**src/rtl/fir_cfg_pkg.sv**
```systemverilog
// +--------------------------------------------------------------------------+
// | fir_cfg_pkg : shared types and register map for the FIR config loader    |
// | Revision    : 1.0                                                        |
// +--------------------------------------------------------------------------+
`default_nettype none

package fir_cfg_pkg;

  typedef enum logic [2:0] {
    S_IDLE   = 3'd0,
    S_WR_LEN = 3'd1,
    S_WR_TAP = 3'd2,
    S_RD_TAP = 3'd3,
    S_WR_AP  = 3'd4,
    S_POLL   = 3'd5,
    S_DONE   = 3'd6,
    S_ERR    = 3'd7
  } state_t;

  localparam int ADDR_AP_CTRL  = 'h00;
  localparam int ADDR_LEN      = 'h10;
  localparam int ADDR_TAP_BASE = 'h20;

  localparam int AP_START = 0;
  localparam int AP_DONE  = 1;
  localparam int AP_IDLE  = 2;

  localparam logic [3:0] ERR_TIMEOUT = 4'hF;

  function automatic int tap_addr(input logic [3:0] k);
    return ADDR_TAP_BASE + 4 * int'(k);
  endfunction

endpackage

`default_nettype wire

```
**src/rtl/fir_cfg_loader_xact.sv**
```systemverilog
// +--------------------------------------------------------------------------+
// | axil_master_xact : one AXI-Lite read or write per req, ack on completion |
// | Revision         : 1.0                                                   |
// +--------------------------------------------------------------------------+
`default_nettype none

module axil_master_xact #(
  parameter int pADDR_WIDTH = 12,
  parameter int pDATA_WIDTH = 32
) (
  input  logic                   clk,
  input  logic                   rst_n,
  input  logic                   req,
  input  logic                   we,
  input  logic [pADDR_WIDTH-1:0] addr,
  input  logic [pDATA_WIDTH-1:0] wdata,
  output logic                   ack,
  output logic [pDATA_WIDTH-1:0] rdata,
  output logic                   axi_awvalid,
  input  logic                   axi_awready,
  output logic [pADDR_WIDTH-1:0] axi_awaddr,
  output logic                   axi_wvalid,
  input  logic                   axi_wready,
  output logic [pDATA_WIDTH-1:0] axi_wdata,
  output logic                   axi_arvalid,
  input  logic                   axi_arready,
  output logic [pADDR_WIDTH-1:0] axi_araddr,
  input  logic                   axi_rvalid,
  output logic                   axi_rready,
  input  logic [pDATA_WIDTH-1:0] axi_rdata
);

  logic                   r_busy, r_we;
  logic                   r_awvalid, r_wvalid, r_aw_done, r_w_done;
  logic                   r_arvalid, r_rready;
  logic [pADDR_WIDTH-1:0] r_addr;
  logic [pDATA_WIDTH-1:0] r_wdata, r_rdata;

  logic w_aw_hs, w_w_hs, w_ar_hs, w_r_hs, w_wr_ack, w_rd_ack;

  assign w_aw_hs = r_awvalid & axi_awready;
  assign w_w_hs  = r_wvalid  & axi_wready;
  assign w_ar_hs = r_arvalid & axi_arready;
  assign w_r_hs  = r_rready  & axi_rvalid;

  // Ack is combinational so the sequencer can advance on the completing edge.
  assign w_wr_ack = r_busy & r_we & (r_aw_done | w_aw_hs) & (r_w_done | w_w_hs);
  assign w_rd_ack = r_busy & ~r_we & w_r_hs;
  assign ack      = w_wr_ack | w_rd_ack;
  assign rdata    = w_r_hs ? axi_rdata : r_rdata;

  assign axi_awvalid = r_awvalid;
  assign axi_wvalid  = r_wvalid;
  assign axi_arvalid = r_arvalid;
  assign axi_rready  = r_rready;
  assign axi_awaddr  = r_addr;
  assign axi_araddr  = r_addr;
  assign axi_wdata   = r_wdata;

  always_ff @(posedge clk or negedge rst_n) begin
    if (!rst_n) begin
      r_busy    <= 1'b0;
      r_we      <= 1'b0;
      r_awvalid <= 1'b0;
      r_wvalid  <= 1'b0;
      r_aw_done <= 1'b0;
      r_w_done  <= 1'b0;
      r_arvalid <= 1'b0;
      r_rready  <= 1'b0;
      r_addr    <= '0;
      r_wdata   <= '0;
      r_rdata   <= '0;
    end else if (!r_busy) begin
      if (req) begin
        r_busy    <= 1'b1;
        r_we      <= we;
        r_addr    <= addr;
        r_wdata   <= wdata;
        r_awvalid <= we;
        r_wvalid  <= we;
        r_arvalid <= ~we;
      end
    end else begin
      if (w_aw_hs) begin
        r_awvalid <= 1'b0;
        r_aw_done <= 1'b1;
      end
      if (w_w_hs) begin
        r_wvalid <= 1'b0;
        r_w_done <= 1'b1;
      end
      if (w_ar_hs) begin
        r_arvalid <= 1'b0;
        r_rready  <= 1'b1;
      end
      if (w_r_hs) begin
        r_rready <= 1'b0;
        r_rdata  <= axi_rdata;
      end
      if (ack) begin
        r_busy    <= 1'b0;
        r_aw_done <= 1'b0;
        r_w_done  <= 1'b0;
      end
    end
  end

endmodule

`default_nettype wire

```
**src/rtl/fir_cfg_loader.sv**
```systemverilog
// +--------------------------------------------------------------------------+
// | fir_cfg_loader : programs, verifies and starts the FIR over AXI-Lite     |
// | Revision       : 1.0                                                     |
// +--------------------------------------------------------------------------+
`default_nettype none

module fir_cfg_loader
  import fir_cfg_pkg::*;
#(
  parameter int pADDR_WIDTH = 12,
  parameter int pDATA_WIDTH = 32,
  parameter int Tape_Num    = 11,
  parameter int POLL_MAX    = 1000000
) (
  input  logic                            axis_clk,
  input  logic                            axis_rst_n,
  input  logic                            start,
  input  logic [31:0]                     data_length,
  input  logic [Tape_Num*pDATA_WIDTH-1:0] coef_flat,
  output logic                            awvalid,
  input  logic                            awready,
  output logic [pADDR_WIDTH-1:0]          awaddr,
  output logic                            wvalid,
  input  logic                            wready,
  output logic [pDATA_WIDTH-1:0]          wdata,
  output logic                            arvalid,
  input  logic                            arready,
  output logic [pADDR_WIDTH-1:0]          araddr,
  input  logic                            rvalid,
  output logic                            rready,
  input  logic [pDATA_WIDTH-1:0]          rdata,
  output logic                            busy,
  output logic                            done,
  output logic                            error,
  output logic [3:0]                      err_idx
);

  localparam int                POLL_W    = $clog2(POLL_MAX + 1);
  localparam logic [3:0]        LAST_TAP  = 4'(Tape_Num - 1);
  localparam logic [POLL_W-1:0] POLL_LAST = POLL_W'(POLL_MAX - 1);

  state_t                        r_state, w_state_nxt;
  logic [3:0]                    r_k, w_k_nxt;
  logic [POLL_W-1:0]             r_poll, w_poll_nxt;
  logic [31:0]                   r_len;
  logic [Tape_Num*pDATA_WIDTH-1:0] r_coef;
  logic                          w_busy_nxt, w_done_nxt, w_error_nxt;
  logic [3:0]                    w_err_idx_nxt;
  logic                          w_latch;

  logic                   w_req, w_we, w_ack;
  logic [pADDR_WIDTH-1:0] w_addr;
  logic [pDATA_WIDTH-1:0] w_wdata, w_rdata, w_coef_k;

  assign w_coef_k = r_coef[r_k*pDATA_WIDTH +: pDATA_WIDTH];

  always_ff @(posedge axis_clk or negedge axis_rst_n) begin
    if (!axis_rst_n) begin
      r_state <= S_IDLE;
      r_k     <= '0;
      r_poll  <= '0;
      r_len   <= '0;
      r_coef  <= '0;
      busy    <= 1'b0;
      done    <= 1'b0;
      error   <= 1'b0;
      err_idx <= '0;
    end else begin
      r_state <= w_state_nxt;
      r_k     <= w_k_nxt;
      r_poll  <= w_poll_nxt;
      busy    <= w_busy_nxt;
      done    <= w_done_nxt;
      error   <= w_error_nxt;
      err_idx <= w_err_idx_nxt;
      if (w_latch) begin
        r_len  <= data_length;
        r_coef <= coef_flat;
      end
    end
  end

  always_comb begin
    w_state_nxt   = r_state;
    w_k_nxt       = r_k;
    w_poll_nxt    = r_poll;
    w_busy_nxt    = busy;
    w_done_nxt    = done;
    w_error_nxt   = error;
    w_err_idx_nxt = err_idx;
    w_latch       = 1'b0;
    w_req         = 1'b0;
    w_we          = 1'b0;
    w_addr        = '0;
    w_wdata       = '0;

    case (r_state)
      S_IDLE: begin
        if (start) begin
          w_latch       = 1'b1;
          w_done_nxt    = 1'b0;
          w_error_nxt   = 1'b0;
          w_err_idx_nxt = '0;
          w_k_nxt       = '0;
          w_poll_nxt    = '0;
          w_busy_nxt    = 1'b1;
          w_state_nxt   = S_WR_LEN;
        end
      end
      S_WR_LEN: begin
        w_req   = 1'b1;
        w_we    = 1'b1;
        w_addr  = pADDR_WIDTH'(ADDR_LEN);
        w_wdata = pDATA_WIDTH'(r_len);
        if (w_ack) w_state_nxt = S_WR_TAP;
      end
      S_WR_TAP: begin
        w_req   = 1'b1;
        w_we    = 1'b1;
        w_addr  = pADDR_WIDTH'(tap_addr(r_k));
        w_wdata = w_coef_k;
        if (w_ack) begin
          if (r_k == LAST_TAP) begin
            w_k_nxt     = '0;
            w_state_nxt = S_RD_TAP;
          end else begin
            w_k_nxt = r_k + 4'd1;
          end
        end
      end
      S_RD_TAP: begin
        w_req  = 1'b1;
        w_addr = pADDR_WIDTH'(tap_addr(r_k));
        if (w_ack) begin
          if (w_rdata != w_coef_k) begin
            w_error_nxt   = 1'b1;
            w_err_idx_nxt = r_k;
            w_busy_nxt    = 1'b0;
            w_state_nxt   = S_ERR;
          end else if (r_k == LAST_TAP) begin
            w_k_nxt     = '0;
            w_state_nxt = S_WR_AP;
          end else begin
            w_k_nxt = r_k + 4'd1;
          end
        end
      end
      S_WR_AP: begin
        w_req   = 1'b1;
        w_we    = 1'b1;
        w_addr  = pADDR_WIDTH'(ADDR_AP_CTRL);
        w_wdata = pDATA_WIDTH'(1 << AP_START);
        if (w_ack) begin
          w_poll_nxt  = '0;
          w_state_nxt = S_POLL;
        end
      end
      S_POLL: begin
        w_req  = 1'b1;
        w_addr = pADDR_WIDTH'(ADDR_AP_CTRL);
        if (w_ack) begin
          if (w_rdata[AP_DONE]) begin
            w_done_nxt  = 1'b1;
            w_busy_nxt  = 1'b0;
            w_state_nxt = S_DONE;
          end else if (r_poll == POLL_LAST) begin
            // This read was the POLL_MAX-th without ap_done.
            w_error_nxt   = 1'b1;
            w_err_idx_nxt = ERR_TIMEOUT;
            w_busy_nxt    = 1'b0;
            w_state_nxt   = S_ERR;
          end else begin
            w_poll_nxt = r_poll + 1'b1;
          end
        end
      end
      S_DONE: begin
        w_busy_nxt  = 1'b0;
        w_state_nxt = S_IDLE;
      end
      S_ERR: begin
        w_busy_nxt  = 1'b0;
        w_state_nxt = S_IDLE;
      end
      default: w_state_nxt = S_IDLE;
    endcase
  end

  axil_master_xact #(
    .pADDR_WIDTH(pADDR_WIDTH),
    .pDATA_WIDTH(pDATA_WIDTH)
  ) u_xact (
    .clk        (axis_clk),
    .rst_n      (axis_rst_n),
    .req        (w_req),
    .we         (w_we),
    .addr       (w_addr),
    .wdata      (w_wdata),
    .ack        (w_ack),
    .rdata      (w_rdata),
    .axi_awvalid(awvalid),
    .axi_awready(awready),
    .axi_awaddr (awaddr),
    .axi_wvalid (wvalid),
    .axi_wready (wready),
    .axi_wdata  (wdata),
    .axi_arvalid(arvalid),
    .axi_arready(arready),
    .axi_araddr (araddr),
    .axi_rvalid (rvalid),
    .axi_rready (rready),
    .axi_rdata  (rdata)
  );

endmodule

`default_nettype wire

```
**config.mk**
```make
export PLATFORM = sky130hd
export DESIGN_NAME = fir_cfg_loader
export DESIGN_NICKNAME = d
export VERILOG_FILES = /design/src/rtl/fir_cfg_pkg.sv /design/src/rtl/fir_cfg_loader_xact.sv /design/src/rtl/fir_cfg_loader.sv
export SDC_FILE = /design/constraint.sdc
export NUM_CORES = 1
export LEC_CHECK = 0
export ABC_CLOCK_PERIOD_IN_PS = 3400
export BUFFER_PORTS_ARGS = -buffer_cell sky130_fd_sc_hd__buf_4
export CORE_AREA = 2 2 296 152
export CTS_CLUSTER_DIAMETER = 80
export DETAILED_ROUTE_END_ITERATION = 10
export DIE_AREA = 0 0 298 154
export PLACE_DENSITY = 0.9
export SETUP_SLACK_MARGIN = 0.5
export SLEW_MARGIN = 20
export SYNTH_ARGS = -nofsm -noshare
export SYNTH_HDL_FRONTEND = slang
export SYNTH_SLANG_ARGS = --single-unit
```
**constraint.sdc**
```tcl
create_clock -name axis_clk -period 3.4 [get_ports axis_clk]
set_input_delay 0.68 -clock axis_clk [delete_from_list [all_inputs] [get_ports axis_clk]]
set_output_delay 0.68 -clock axis_clk [all_outputs]
set_load 0.02 [all_outputs]
```
==> flow_summary.yaml <==
logic_synthesis:
  yosysSeqAreaShare_pct: 51.9
  synth.avg_cell_area_sq_um: 8.94
  synth_seq_cells: 495
  syn_inst: 2672
  netlist_area_sq_mm: 0.0239
  yosysWarnings: 0
  ys_types: 77
  synthFlopType: "dfrtp_1"
  synth_enable_flop_cells: 0
  synthArstFlopShare_pct: 100
setup_path:
  reg2reg_slack_ps: -210
  cp_slowest_cell: "dfrtp_2"
  path_max_fanout: 7
  worstPathRequired_ps: 3890
  max_stage_delay_ps: 500
  timing.rr.start: "r_k[2]$_DFFE_PN0P_"
  crit_chain: "buf_6 -> nor4bb_4 -> buf_12 -> buf_12 -> o2bb2ai_4 -> buf_6 -> nor3_2 -> a211o_1 -> or4_4 -> or3_4 -> nor3_4 -> buf_6 -> buf_16 -> nand4_1 -> a2bb2oi_2"
  endpoint: "r_k[3]$_DFFE_PN0P_"
  cp-start-kind: "flip-flop"
  path_depth: 15
  startpoint: "r_k[2]$_DFFE_PN0P_"
  crit_type: "flip-flop to flip-flop"
  path_delay_family: "simple AND/OR/NAND/NOR gates"
  reg2reg_depth: 15
  crit_buf_inv: 6
  cp.arrival_ps: 4100
  path_common_cell: "buf_6"
  reg2reg_to: "r_k[3]$_DFFE_PN0P_"
  critPathCaptureType: "flip-flop"
routing:
  topRoutingLayerUsed: "met4"
  via_count: 23225
  wl_met1_microns: 39500
  wl_met2_microns: 39200
  route.met3.wl_microns: 10400
  detail_route.first_pass.iterations: 6
  drt_wl_total_microns: 91600
  ant_nets: 0
  drc: 0
  drt_iter0_drc: 3152
  viasPerCell: 5.90
  wl_per_cell_microns: 23.3
clocking:
  clk_latency_ps: 570
  htree_levels: 2
  root_buffer: "clkbuf_16"
  cts.sinks: 495
  cts_tree: "done"
  clock_path_buffers: 3
  path_clk_slew_ps: 70
  cts_buffers: 44
power:
  pwr_density_cell_mw_per_mm2: 927
  ir_drop_v: 0.000492
  leakagePower_nw: 16.4
  power_mw: 29.7
sta:
  setup_tns_ps: -2050
  finalHoldViolCount: 0
  fmax_ghz: 0.277
  holdWs_ps: 96.8
  grt_setup_unrepaired: "true"
  fin_ws_ps: -209
  fin_skew_ps: 17.7
  slew_violations: 0
  worst_pin_slew_ps: 860
  report.final.setup_viol: 13
  relSlewSlack_pct: 42.6
  post-route-period-util_pct: 106
  fin_crit_ps: 3610
global_routing:
  grt.overflow.total: 0
  grt_usage_pct: 39.5
  grt_max_degree: 133
  antenna_found_initial: 0
  grt_pass1_wl_microns: 137000
  grt_pass1_vias: 22812
final_layout:
  final_cell_mix: "1240 x nand2_1, 713 x buf_4, 490 x dfrtp_1"
  nFillCells: 3053
  areaGrowthSynthToFinish_pct: 34.1
  layout_commonest_cell: "nand2_1"
  drive_above_1_share_pct: 30.3
  nNetsFinal: 3736
  final_util_pct: 74.3
  instances_no_fill: 3935
  num_antenna_cells: 0
  design_area_sq_mm: 0.0320
run_status:
  violations: "negative setup slack"
  status: "complete, but fails checks"
floorplan:
  core_area_sq_mm: 0.0431
  die_h_microns: 154
  start_util_pct: 55.4
  die-area_sq_mm: 0.0459
  die-width_microns: 298
  num_rows: 54
  io-pin-count: 490
job:
  maxCapViolations: 0
placement:
  io_buffers: 475
  dp_hpwl_microns: 68700
  gp_congestion: 1.08
  post-place-ws_ps: -429
  place_area_sq_mm: 0.0294
  place_inst: 3800
min_path:
  worstHoldPathType: "input pin to async pin"
==> state kept, by name, indices dropped and copies added (netlist names), 3 cells and up <==
name / flops
u_xact.axi_araddr: 5
r_coef: 352
r_state: 3
u_xact.r_rdata: 32
r_len: 32
u_xact.axi_wdata: 32
err_idx: 4
r_k: 4
r_poll: 20
==> synth_stat cells (4+ instances only) <==
cell | n | area, sq um
clkbuf_1 | 120 | 450
xor2_1 | 6 | 52.6
inv_1 | 8 | 30.0
o21ai_0 | 68 | 340
buf_6 | 11 | 124
o2111ai_1 | 4 | 35.0
and2_1 | 6 | 37.5
dfrtp_1 | 495 | 12400
buf_2 | 14 | 70.1
buf_4 | 26 | 195
mux2_2 | 41 | 462
nor3_1 | 26 | 130
mux4_2 | 18 | 405
a22o_1 | 4 | 35.0
mux2i_1 | 148 | 1480
nand3_1 | 23 | 115
o31ai_1 | 4 | 30.0
buf_1 | 9 | 33.8
a21o_1 | 5 | 37.5
a22oi_1 | 39 | 293
buf_12 | 5 | 100
a221oi_1 | 15 | 131
nor3b_1 | 5 | 37.5
a21oi_1 | 57 | 285
nand2_1 | 1241 | 4660
or3_1 | 5 | 31.3
a2bb2oi_1 | 5 | 43.8
nor2b_1 | 10 | 62.6
nand2b_1 | 7 | 43.8
nand4_1 | 12 | 75.1
o2bb2ai_1 | 26 | 228
nor4_1 | 7 | 43.8
a221o_1 | 10 | 100
a211oi_1 | 9 | 67.6
or2_2 | 8 | 50.1
a31oi_1 | 13 | 81.3
xnor2_1 | 7 | 61.3
nor2_1 | 84 | 315
and3_1 | 10 | 62.6
o21bai_1 | 5 | 37.5
==> metal layers <==
layer	track usage, %	vias to the layer above
li1	-	10101
met5	0	-
met2	57.8	1393
met4	8.95	0
met3	9.98	200
met1	59.2	11531
==> cell type report <==
cell class | count | area, sq um | share of cell area (%)
sequential | 495 | 12400 | 38.7
multi-input combinational | 1995 | 11100 | 34.8
timing repair buffer | 768 | 6300 | 19.7
clock buffer | 66 | 1290 | 4.04
tap | 588 | 736 | 2.30
clock inverter | 15 | 141 | 0.441
inverter | 8 | 30.0 | 0.0938
==> where the power goes <==
part	switching [mW]	leakage [nW]	internal (mW)	total (mW)
clock network	2.32	0.707	2.80	5.13
registers	1.78	6.24	8.46	10.2
logic	8.31	9.44	6.02	14.3
==> cell families after synthesis <==
logic type,Yosys count,share of synthesized area (%)
compound gates,295,8.75
xor+xnor,13,0.477
fa+ha+maj,1,0.0524
buf+inv,195,4.33
flops,495,51.9
mux,210,10.2
other cells,1,0.0157
simple gates,1462,24.4
==> how the worst min path moves through the flow <==
stage	end	slack [ps]	startpoint	cells after the start
final	r_coef[175]$_DFFE_PN0P_	100	axis_rst_n	1
after global routing	r_coef[47]$_DFFE_PN0P_	160	axis_rst_n	1
after CTS	r_coef[47]$_DFFE_PN0P_	170	axis_rst_n	1
after detailed placement	r_coef[311]$_DFFE_PN0P_	460	r_coef[311]$_DFFE_PN0P_	2
after global placement	r_coef[145]$_DFFE_PN0P_	450	r_coef[145]$_DFFE_PN0P_	2
after floorplan	busy$_DFFE_PN0P_	380	axis_rst_n	0
==> what timing repair did <==
action                                 CTS  global route
resized for setup                      110            31
setup buffers                           45             5
hold buffers                             0             0
pin swaps                               38            13
endpoints found under the hold margin    0             0
gates cloned                             4             0
setup endpoints to repair               29            30
Note: power is estimated with default switching activity, not from simulation.
